===== config.mk =====
export PLATFORM = sky130hd
export DESIGN_NAME = input_port6502
export DESIGN_NICKNAME = d
export VERILOG_FILES = /design/src/rtl/system6502_pkg.sv /design/src/rtl/input_port6502_debounce.sv /design/src/rtl/input_port6502.sv
export SDC_FILE = /design/constraint.sdc
export NUM_CORES = 1
export LEC_CHECK = 0
export BUFFER_PORTS_ARGS = -buffer_cell sky130_fd_sc_hd__buf_2
export CAP_MARGIN = 0
export CORE_MARGIN = 1
export CORE_UTILIZATION = 52
export DETAILED_ROUTE_END_ITERATION = 8
export HOLD_SLACK_MARGIN = 0.05
export PLACE_DENSITY = 0.81
export SYNTH_ARGS = -nofsm -noshare
export SYNTH_HDL_FRONTEND = slang
export SYNTH_SLANG_ARGS = --single-unit

===== constraint.sdc =====
create_clock -name clk -period 2.3 [get_ports clk]
set_clock_uncertainty 0.15 [all_clocks]
set_input_delay 0.115 -clock clk [delete_from_list [all_inputs] [get_ports clk]]
set_output_delay 0.115 -clock clk [all_outputs]
set_load 0.03 [all_outputs]

===== src/rtl/system6502_pkg.sv =====
// Shared constants for the 6502 system peripherals: register map and board I/O widths.
package system6502_pkg;

   localparam int unsigned SW_W      = 16;
   localparam int unsigned BTN_W     = 5;
   localparam int unsigned DEB_CNT_W = 16;

   typedef logic [1:0] reg_addr_t;

   localparam reg_addr_t REG_SW_LO = 2'd0;
   localparam reg_addr_t REG_SW_HI = 2'd1;
   localparam reg_addr_t REG_BTN   = 2'd2;
   localparam reg_addr_t REG_EVT   = 2'd3;

endpackage


===== src/rtl/input_port6502_debounce.sv =====
// One push-button channel: 2-flop synchronizer, stability counter and debounced level.
module debounce_bit
   import system6502_pkg::*;
#(
   parameter int unsigned DEBOUNCE_CYCLES = 16
) (
   input  logic clk,
   input  logic reset_n,
   input  logic i_raw,
   output logic o_level,
   output logic o_rise
);

   localparam logic [DEB_CNT_W-1:0] TERM = DEB_CNT_W'(DEBOUNCE_CYCLES - 1);

   logic                 r_sync1;
   logic                 r_sync2;
   logic                 r_level;
   logic [DEB_CNT_W-1:0] r_cnt;
   logic                 w_mismatch;
   logic                 w_term;

   // Counter at zero is the STABLE state; any nonzero count is COUNTING.
   assign w_mismatch = (r_sync2 != r_level);
   assign w_term     = w_mismatch && (r_cnt == TERM);

   always_ff @(posedge clk or negedge reset_n) begin
      if (!reset_n) begin
         r_sync1 <= 1'b0;
         r_sync2 <= 1'b0;
         r_level <= 1'b0;
         r_cnt   <= '0;
      end else begin
         r_sync1 <= i_raw;
         r_sync2 <= r_sync1;
         if (!w_mismatch) begin
            r_cnt <= '0;
         end else if (w_term) begin
            r_cnt   <= '0;
            r_level <= r_sync2;
         end else begin
            r_cnt <= r_cnt + 1'b1;
         end
      end
   end

   assign o_level = r_level;
   // Fires on the same edge the level goes high so the event register sets without extra delay.
   assign o_rise  = w_term && r_sync2;

endmodule


===== src/rtl/input_port6502.sv =====
// CPU-visible input port: synchronized switches, debounced buttons, sticky press events and masked IRQ.
module input_port6502
   import system6502_pkg::*;
#(
   parameter int unsigned DEBOUNCE_CYCLES = 16
) (
   input  logic             clk,
   input  logic             reset_n,
   input  logic [SW_W-1:0]  switches,
   input  logic [BTN_W-1:0] buttons,
   input  logic             cs,
   input  logic             we,
   input  logic [1:0]       addr,
   input  logic [7:0]       data_in,
   output logic [7:0]       data_out,
   output logic             irq
);

   logic [SW_W-1:0]  r_sw_sync1;
   logic [SW_W-1:0]  r_sw_sync2;
   logic [BTN_W-1:0] r_events;
   logic [BTN_W-1:0] r_mask;
   logic [7:0]       r_data_out;
   logic             r_irq;

   logic [BTN_W-1:0] w_btn_level;
   logic [BTN_W-1:0] w_btn_rise;
   logic [BTN_W-1:0] w_evt_clr;
   logic [7:0]       w_rd_data;
   logic             w_rd;
   logic             w_wr;
   logic             w_unused;

   for (genvar g = 0; g < BTN_W; g++) begin : g_btn
      debounce_bit #(
         .DEBOUNCE_CYCLES(DEBOUNCE_CYCLES)
      ) u_debounce (
         .clk     (clk),
         .reset_n (reset_n),
         .i_raw   (buttons[g]),
         .o_level (w_btn_level[g]),
         .o_rise  (w_btn_rise[g])
      );
   end

   assign w_rd     = cs && !we;
   assign w_wr     = cs && we;
   assign w_unused = &{1'b0, data_in[7:BTN_W]};

   always_comb begin
      w_rd_data = '0;
      case (addr)
         REG_SW_LO: w_rd_data = r_sw_sync2[7:0];
         REG_SW_HI: w_rd_data = r_sw_sync2[15:8];
         REG_BTN:   w_rd_data = {3'b000, w_btn_level};
         default:   w_rd_data = {3'b000, r_events};
      endcase
   end

   // Only bits actually returned by the read are cleared; a press on the same edge is ORed back in.
   assign w_evt_clr = (w_rd && (addr == REG_EVT)) ? r_events : '0;

   always_ff @(posedge clk or negedge reset_n) begin
      if (!reset_n) begin
         r_sw_sync1 <= '0;
         r_sw_sync2 <= '0;
         r_events   <= '0;
         r_mask     <= '0;
         r_data_out <= '0;
         r_irq      <= 1'b0;
      end else begin
         r_sw_sync1 <= switches;
         r_sw_sync2 <= r_sw_sync1;
         r_events   <= (r_events & ~w_evt_clr) | w_btn_rise;
         r_irq      <= |(r_events & r_mask);
         if (w_rd) begin
            r_data_out <= w_rd_data;
         end
         if (w_wr && (addr == REG_EVT)) begin
            r_mask <= data_in[BTN_W-1:0];
         end
      end
   end

   assign data_out = r_data_out;
   assign irq      = r_irq;

endmodule

==> out/results.ini <==
[floorplanning]
start_util=0.543
num_rows=38
die_w_um=109
die_area_sq_mm=0.0120
core_area_sq_mm=0.0110
die-height_um=109
pin_count=44

[detailed_routing]
vias=4275
drc=0
ant_nets=0
wl_um=12300
wl_per_cell_um=16.1
via_per_inst=5.61
drtIter0Drc=266
dr.pass1.iters=5

[clock_network]
cts.sink_count=146
cts_made_buffers=17
clk_path_buf_depth=2
clk_root_buffer_cell=clkbuf_16
postCtsSetupRepairBufs=0
cts_tree=done
clkTransAtPathRegs_ns=0.06
htree_levels=4
clkLatencyLatePin_ns=0.41

[sta]
rsz0062_at_grt=false
fin_crit_ns=1.99
slew_viol_final=0
hold_viol=0
fin_setup_tns_ns=0
worst_pin_slew_ns=0.534
setup_viol=0
max_slew_margin=0.643
fmax_mhz=502
min_period_over_period=0.865

[power_and_ir_drop]
power.total_mw=5.89
vdd_drop_max_mv=0.665
p_leak_nw=3.13
powerDensity_mw_per_mm2=810

[final_layout]
nets=649
stdcell_area_sq_mm=0.00727
area_growth_pct=21.3
drive_above_1_share=0.148
diodes=0

[yosys]
synth-edff-count=0
synth_top_cells_by_count=146 x dfrtp_1, 84 x nor2_1, 59 x xnor2_1
netlist.area_leader.share=0.610
synthSimpleGateAreaFrac=0.204
synth_cells=527
synth_seq_cells=146
netlist_area_sq_mm=0.00599
synth_flop_cell=dfrtp_1
synth_top_family_by_area=simple AND/OR/NAND/NOR gates
synth_compound_area_frac=0.0117
synth.yosys.seq_area_share=0.610
synth_cell_types=29
synth-xor-area-share=0.108
yosysMostFrequentCell=dfrtp_1
yosysTopAreaCell=dfrtp_1
yosysWarnings=0
synth_fa_ha_area_frac=0.0104
synth_area_leaders=dfrtp_1 61%, xnor2_1 8.6%, nor2_1 5.3%
syn-num-nets=567
async_flop_share=1.00
synthMuxAreaShare=0.0426
syn_avg_cell_area_sq_um=11.4

[job]
maxCapViolCount=0

[place]
port_buffers=40
hpwlAfterDp_um=7610
gp_congestion=0.853
placed_area_sq_mm=0.00637

[worst_setup_path]
reg2reg_to=g_btn[2].u_debounce.r_cnt[6]
endpoint_kind=flip-flop
path_max_fanout=15
rr_startpoint=g_btn[2].u_debounce.r_cnt[0]
required_ns=2.42
reg2reg_depth=5
path_class=reg -> reg
cp-endpoint=g_btn[2].u_debounce.r_cnt[6]
startpoint_type=flip-flop
arrival_ns=2.12
rrSetupSlack_ns=0.31
startpoint=g_btn[2].u_debounce.r_cnt[0]

[global_route]
met1_usage=0.284
overflow=0
grt_pass1_wl_um=20500
grt_start_max_net_pins=73
grt.met2_usage=0.394
track_usage=0.229
busiest_layer=met2
antenna_found_initial=0
grt_pass1_vias=4328
grt_util_met3=0.0539

[outcome]
status=completed

[min_path]
hp-class=in -> async

## per-layer routing
metal / share of wire / vias up
met5: 0 / -
met4: 0.013 / 0
met3: 0.045 / 13
met2: 0.52 / 140
met1: 0.42 / 2140
li1: - / 1982
## worst min path at each step
stage / from / endpoint / slack, ns / depth (start not counted)
floorplan: reset_n / data_out[0] / -0.33 / 0
global placement: reset_n / g_btn[4].u_debounce.r_cnt[12] / -0.1 / 1
detailed placement: reset_n / g_btn[4].u_debounce.r_cnt[10] / -0.09 / 1
CTS: addr[0] / data_out[7] / 0.05 / 3
global route: addr[1] / data_out[2] / 0.08 / 4
finish: reset_n / g_btn[4].u_debounce.r_cnt[13] / 0.06 / 2
## per-stage QoR
stage	worst slack (ns)	instances	hold WS, ns	util
6_report	0.310	762	0.0584	0.659
5_1_grt	0.155	762	0.0825	0.659
4_1_cts	0.318	762	0.0501	0.659
3_5_place_dp	0.377	702	-0.0909	0.578
3_3_place_gp	0.434	702	-0.0971	0.578
2_1_floorplan	0.543	527	-0.331	-
## cells in the final DEF, fill, tap and decap left out, types with 2 or more instances in the layout
master / netlist / final
dfrtp_1: 146 / 146
nor2_1: 84 / 84
xnor2_1: 59 / 59
nand2_1: 43 / 43
buf_2: 3 / 39
nor4_1: 37 / 37
nand3_1: 28 / 28
dlygate4sd3_1: 0 / 28
nand4_1: 20 / 20
nor3_1: 17 / 17
clkbuf_16: 0 / 17
xor2_1: 15 / 15
inv_1: 13 / 13
mux2_2: 10 / 10
and3_1: 9 / 9
o21ai_0: 8 / 8
nand2b_1: 7 / 7
mux4_2: 5 / 5
ha_1: 5 / 5
clkinvlp_4: 0 / 4
mux2i_1: 3 / 3
bufinv_16: 0 / 3
clkinv_4: 0 / 2
clkbuf_8: 0 / 2
clkinv_2: 0 / 2
buf_4: 0 / 2
## timing repair
item	CTS	global route
resized for setup	0	0
endpoints found under the hold margin	177	0
hold buffers	28	0
## state kept, by name, summed over array words and instances, names as in the netlist
register                  flops
g_btn.u_debounce.r_cnt       80
r_sw_sync1                   16
r_sw_sync2                   16
data_out                      8
g_btn.u_debounce.o_level      5
g_btn.u_debounce.r_sync1      5
g_btn.u_debounce.r_sync2      5
r_events                      5
r_mask                        5
irq                           1
## area by class of cell
cell class | count | area [sq um]
Clock buffer | 20 | 457
Fill cell | 770 | 3760
Clock inverter | 12 | 156
Timing Repair Buffer | 71 | 522
Inverter | 13 | 48.8
Sequential cell | 146 | 3650
Tap cell | 140 | 175
Multi-Input combinational cell | 360 | 2260
## power breakdown
part / total [mW] / switching, mW / leakage, nW / internal, mW
Clock: 2.81 / 1.04 / 0.289 / 1.76
Sequential: 2.75 / 0.0704 / 1.91 / 2.68
Combinational: 0.335 / 0.199 / 0.935 / 0.136
Total: 5.89 / 1.31 / 3.13 / 4.58
## critical path: stages, from the launching register on
cell and delay (ns):
dfrtp_1 0.40, ha_1 0.22, and3_1 0.27, nand4_1 0.21, nand2_1 0.48, nor2_1 0.12
## cells by family after synthesis
logic type / count (synthesis)
AO/OA/AOI/OAI: 12
buffers and inverters: 21
flip-flops: 146
adder cells (fa/ha/maj): 5
AND/OR/NAND/NOR: 251
XOR/XNOR: 74
multiplexers: 18
Note: power is estimated with default switching activity, not from simulation.
